### src/rtl/rf_pkg.sv
// rf_pkg: shared register-file widths, sizes and types
package rf_pkg;
  localparam int AW    = 5;
  localparam int DW    = 32;
  localparam int NREGS = 12;
  typedef logic [AW-1:0] rf_adr_t;
  typedef logic [DW-1:0] rf_data_t;
endpackage

### src/rtl/rr_arbiter.sv
// rr_arbiter: N-way round-robin one-hot grant; pointer moves past each winner
module rr_arbiter #(
  parameter int N = 2
) (
  input  logic         clk,
  input  logic         rst_n,
  input  logic [N-1:0] i_req,
  output logic [N-1:0] o_gnt
);
  localparam int PW = (N > 1) ? $clog2(N) : 1;
  logic [PW-1:0] r_ptr;
  logic [PW-1:0] w_win;
  logic [PW:0]   w_s;
  logic          w_any;
  // scan from the pointer, highest offset first, so the nearest requester is the last (winning) write
  always_comb begin
    o_gnt = '0;
    w_win = r_ptr;
    w_any = 1'b0;
    w_s   = '0;
    for (int k = N - 1; k >= 0; k--) begin
      w_s = {1'b0, r_ptr} + (PW + 1)'(k);
      w_s = (w_s >= (PW + 1)'(N)) ? w_s - (PW + 1)'(N) : w_s;
      if (i_req[w_s[PW-1:0]]) begin
        o_gnt = '0;
        o_gnt[w_s[PW-1:0]] = 1'b1;
        w_win = w_s[PW-1:0];
        w_any = 1'b1;
      end
    end
  end
  // pointer moves one past the winner, holds when nothing is granted
  always_ff @(posedge clk or negedge rst_n)
    if (!rst_n) r_ptr <= '0;
    else if (w_any) r_ptr <= (w_win == PW'(N - 1)) ? '0 : w_win + 1'b1;
endmodule

### src/rtl/rf_wb_arbiter.sv
// rf_wb_arbiter: round-robin share of the RF write port plus busy-bit scoreboard (RF_WB_FWD_EN adds bypass outputs)
module rf_wb_arbiter
  import rf_pkg::*;
#(
  parameter int NREQ = 2
) (
  input  logic               clk,
  input  logic               rst_n,
  input  logic [NREQ-1:0]    req_valid,
  output logic [NREQ-1:0]    req_ready,
  input  logic [NREQ*AW-1:0] req_adr,
  input  logic [NREQ*DW-1:0] req_data,
  input  logic               alloc_valid,
  input  rf_adr_t            alloc_adr,
  output logic               alloc_ready,
  input  rf_adr_t            chk_a1,
  input  rf_adr_t            chk_a2,
  output logic               busy1,
  output logic               busy2,
  output logic               rf_we,
  output rf_adr_t            rf_adr,
  output rf_data_t           rf_data,
`ifdef RF_WB_FWD_EN
  output logic               fwd1,
  output logic               fwd2,
  output rf_data_t           fwd_data,
`endif
  output logic               adr_err
);
  localparam int NA = 1 << AW;
  localparam logic [AW:0] LIM = (AW + 1)'(NREGS);
  logic [NREQ-1:0]  w_gnt;
  rf_adr_t          w_adr;
  rf_data_t         w_data;
  logic             w_any;
  logic             w_ok;
  logic             r_we;
  rf_adr_t          r_adr;
  rf_data_t         r_data;
  logic             r_err;
  logic [NREGS-1:0] r_busy;
  logic [NREGS-1:0] w_set;
  logic [NREGS-1:0] w_clr;
  logic [NA-1:0]    w_busy_x;
  logic             w_alloc_ok;
  rr_arbiter #(.N(NREQ)) u_arb (
    .clk   (clk),
    .rst_n (rst_n),
    .i_req (req_valid),
    .o_gnt (w_gnt)
  );
  assign req_ready = w_gnt;
  assign w_any     = |w_gnt;
  // select the granted requester's address and data
  always_comb begin
    w_adr  = '0;
    w_data = '0;
    for (int i = 0; i < NREQ; i++) begin
      w_adr  = w_gnt[i] ? req_adr[i*AW +: AW]  : w_adr;
      w_data = w_gnt[i] ? req_data[i*DW +: DW] : w_data;
    end
  end
  assign w_ok = {1'b0, w_adr} < LIM;
  // registered write port; out-of-range grants are consumed without a write and flag the sticky error
  always_ff @(posedge clk or negedge rst_n)
    if (!rst_n) begin
      r_we   <= 1'b0;
      r_adr  <= '0;
      r_data <= '0;
      r_err  <= 1'b0;
    end else begin
      r_we  <= w_any & w_ok;
      r_err <= r_err | (w_any & ~w_ok);
      if (w_any & w_ok) begin
        r_adr  <= w_adr;
        r_data <= w_data;
      end
    end
  assign rf_we   = r_we;
  assign rf_adr  = r_adr;
  assign rf_data = r_data;
  assign adr_err = r_err;
  assign w_busy_x    = NA'(r_busy);
  assign w_alloc_ok  = alloc_valid & ~w_busy_x[alloc_adr] & ({1'b0, alloc_adr} < LIM);
  assign alloc_ready = w_alloc_ok;
  for (genvar g = 0; g < NREGS; g++) begin : g_sb
    assign w_set[g] = w_alloc_ok & (alloc_adr == AW'(g));
    assign w_clr[g] = r_we & (r_adr == AW'(g));
  end
  // scoreboard: set on accepted alloc, clear on write; set wins on the same bit
  always_ff @(posedge clk or negedge rst_n)
    if (!rst_n) r_busy <= '0;
    else r_busy <= (r_busy & ~w_clr) | w_set;
`ifdef RF_WB_FWD_EN
  assign fwd1     = r_we & (r_adr == chk_a1);
  assign fwd2     = r_we & (r_adr == chk_a2);
  assign fwd_data = r_data;
  assign busy1    = w_busy_x[chk_a1] & ~fwd1;
  assign busy2    = w_busy_x[chk_a2] & ~fwd2;
`else
  assign busy1 = w_busy_x[chk_a1];
  assign busy2 = w_busy_x[chk_a2];
`endif
endmodule

### config.mk
export PLATFORM = sky130hd
export DESIGN_NAME = rf_wb_arbiter
export DESIGN_NICKNAME = d
export VERILOG_FILES = /design/src/rtl/rf_pkg.sv /design/src/rtl/rr_arbiter.sv /design/src/rtl/rf_wb_arbiter.sv
export SDC_FILE = /design/constraint.sdc
export NUM_CORES = 1
export LEC_CHECK = 0
export CAP_MARGIN = 20
export CORE_ASPECT_RATIO = 1.2
export CORE_UTILIZATION = 44
export CTS_CLUSTER_SIZE = 12
export DETAILED_ROUTE_END_ITERATION = 16
export PLACE_DENSITY = 0.83
export SETUP_SLACK_MARGIN = 0.02
export SLEW_MARGIN = 20
export SYNTH_ARGS = -nofsm -noshare
export SYNTH_HDL_FRONTEND = slang
export SYNTH_SLANG_ARGS = --single-unit
### constraint.sdc
create_clock -name clk -period 5.3 [get_ports clk]
set_input_delay 1.325 -clock clk [delete_from_list [all_inputs] [get_ports clk]]
set_output_delay 1.325 -clock clk [all_outputs]
set_load 0.01 [all_outputs]
==> impl_metrics.csv <==
group,metric,value,unit
run_status,outcome,"completed",
critical_path,crit_fanout,7,
power,leakage,0.00184,µW
synthesis,synthXorXnorAreaFrac,0,%
cells_and_area,fill_cells,452,
grt,antenna_found_initial,0,
synthesis,seq_area_frac_synth,45.4,%
die,start_util,46.5,%
die,fp.dieArea,6850,µm²
synthesis,synthAdderAreaFrac,0.436,%
route,wl,7180,µm
placement,dpl.cell_count,433,
cells_and_area,instances_no_fill,441,
route,drc,0,
grt,track_usage,22.6,%
synthesis,synthSimpleGateAreaFrac,5.37,%
critical_path,crit_top_cell,"clkdlybuf4s50_1",
grt,grt_max_degree,53,
synthesis,postSynth.asyncResetShare,100,%
cells_and_area,area_delta_synth_final,53.1,%
critical_path,cp-start-kind,"primary input",
cts,postCtsSetupBuffers,0,
power,ir_worst_vdd,0.243,mV
power,p_sw_share,33.1,%
cells_and_area,nets,453,
synthesis,synth_nets,319,
cts,cts_max_path_buffers,2,
critical_path,rrSetupSlack,2.11,ns
sta,max_freq,196,MHz
grt,gr-total-overflow,0,
critical_path,cp-startpoint,"alloc_adr[0]",
cts,cts_made_buffers,5,
die,num_rows,31,
cts,ctsResizeCount,0,
critical_path,cp_slowest_cell,"clkdlybuf4s50_1",
synthesis,synth_area,2870,µm²
power,seqPwrFrac,33.7,%
cts,cts-htree-levels,2,
cts,cts_root_buffer,"clkbuf_8",
synthesis,synth_cells,224,
synthesis,synth-edff-count,0,
power,p_sw,708,µW
cts,clock-sinks,52,
critical_path,end_kind,"output port",
sta,final.setup.tns,0,ns
placement,place_congestion,0.918,
cells_and_area,n_antenna_cell,0,
cells_and_area,drive_gt1_share,17.8,%
synthesis,yosysMostFrequentCell,"dfrtp_1",
synthesis,ys_ff_latch,52,
cts,insertion_delay,0.30,ns
sta,slew_headroom,57.6,%
sta,period_needed,5.10,ns
die,core,6170,µm²
critical_path,crit_arrival,3.77,ns
route,post_drt_wl_per_cell,16.3,µm
synthesis,yosysWarnings,0,
critical_path,cp.required,3.97,ns
synthesis,synth_top_area_share,45.4,%
synthesis,synth.area.mux_share,25.2,%
synthesis,synth.top_cells.by_area,"dfrtp_1 (45%), mux2_4 (15%), a22o_1 (10%)",
die,die_height,90.4,µm
route,drtAntennaViolNets,0,
critical_path,slowest_delay,0.64,ns
sta,post-route-period-util,96.1,%
placement,place_hpwl,5560,µm
route,drt-initial-drc-count,66,
grt,grt_pass1_vias,2500,
power,pwr-share-clk,12.6,%
die,die_x,75.7,µm
min_path,holdCritPathClass,"reg -> reg",
grt,grt_pass1_wl,11700,µm
route,firstDrtPassIters,4,
critical_path,path_class,"in -> out",
synthesis,synth_top_family_by_area,"multiplexers",
sta,slew_violations,0,
cts,ctsHoldBuffers,0,
critical_path,critical_path.cell_chain,"clkdlybuf4s50_1 > mux4_2 > or4b_1 > o31ai_1 > clkdlybuf4s50_1",
synthesis,synth_top_area_cell,"dfrtp_1",
synthesis,synthDistinctLibCells,35,
synthesis,synth_flop_cell,"dfrtp_1",
route,vias_per_cell,5.46,
sta,worstMarginPinSlew,0.636,ns
cts,cts_tree,"yes",
min_path,min-delay-start,"rf_data[24]$_DFFE_PN0P_",
cells_and_area,stdcell_area,4390,µm²
sta,hold_viol_final,0,
power,p_comb_share,53.7,%
power,p_int,1430,µW
cells_and_area,regArea,1300,µm²
die,io_pins,138,
sta,setup_viol,0,
run,maxCapViolations,0,
route,num_vias,2407,
critical_path,worstReg2RegStart,"u_arb.r_ptr$_DFFE_PN0P_",
synthesis,synth_area_per_cell,12.8,µm²
placement,portBuffers,137,
sta,grt_setup_unrepaired,"no",
synthesis,synth_common_cells,"dfrtp_1 (52), a22o_1 (34), mux2_4 (28)",
synthesis,synth-compound-area-share,19.5,%
power,power_density,487,nW/µm²
sta,skew,0.00907,ns
cts,clk_pin_slew_worst_paths,0.09,ns
cells_and_area,multiInputGateArea,1450,µm²
placement,postPlaceCellArea,4280,µm²
==> final cells by class <==
type | count | share of cell area (%)
timing repair buffer | 140 | 31.9
multi-input combinational | 153 | 33.1
inverter | 6 | 0.513
clock buffer | 6 | 1.65
clock inverter | 2 | 0.798
sequential | 52 | 29.6
tap | 82 | 2.34
==> registers in the layout (all words and copies together) (netlist names) <==
name	count
rf_data	32
r_busy	12
rf_adr	5
adr_err	1
rf_we	1
u_arb.r_ptr	1
==> power groups by stage <==
stage	registers, µW	clock network (µW)	logic [µW]
3_5_place_dp	723	0	1160
2_1_floorplan	747	0	655
5_1_grt	746	292	1230
3_3_place_gp	719	0	1130
6_report	721	269	1150
4_1_cts	722	275	1160
==> worst max-delay path, delay by kind of cell <==
kind / cells / cell delay (ns)
AND/OR/NAND/NOR: 1 / 0.57
multiplexers: 1 / 0.55
buffers and inverters: 2 / 1.21
AO/OA/AOI/OAI: 1 / 0.11
==> per-stage QoR <==
step	power [µW]	util (%)	hold slack, ns	setup WS [ns]
6_report	2140	71.2	0.517	0.204
2_1_floorplan	1400	-	0.499	1.33
4_1_cts	2160	71.2	0.522	0.184
3_5_place_dp	1880	69.4	0.497	0.188
5_1_grt	2270	71.2	0.538	0.0799
3_3_place_gp	1850	69.4	0.486	0.267
==> layout by cell type, fill, tap and decap left out, types with 2 or more instances in the layout <==
master,n
a21oi_1,7
nand2b_1,4
dfrtp_1,52
or3_1,2
nor2_1,6
mux2_4,28
mux4_2,9
inv_1,6
clkbuf_8,5
buf_4,2
a31oi_1,2
o21ai_0,22
nand2_1,9
o21ai_1,3
o21ai_2,2
mux2_2,8
clkdlybuf4s50_1,136
a22o_1,34
==> routing by layer <==
| metal | vias up | part of all wire [%] | GRT usage (%) |
|---|---|---|---|
| met4 | 0 | 2.3 | 8.64 |
| met5 | - | 0 | 0 |
| met1 | 1136 | 38 | 24.8 |
| met3 | 15 | 7.9 | 6.25 |
| met2 | 131 | 51 | 40.1 |
| li1 | 1125 | - | - |
==> cell families (layout without fill, tap and decap cells) <==
family          count (synthesis)  after routing
simple gates                   28             28
buf+inv                        19            154
fa+ha+maj                       1              1
mux                            46             46
flops                          52             52
compound gates                 78             78
==> worst paths after layout <==
kind                            cells past startpoint                       to
worst min register to register                      1  rf_data[24]$_DFFE_PN0P_
min in group asynchronous                           2  rf_data[16]$_DFFE_PN0P_
worst min-delay path                                1  rf_data[24]$_DFFE_PN0P_
worst max register to register                      9  rf_data[24]$_DFFE_PN0P_
max in group asynchronous                           2      r_busy[4]$_DFF_PN0_
worst max-delay path                                5              alloc_ready
Power figures use the tool's default switching activity.
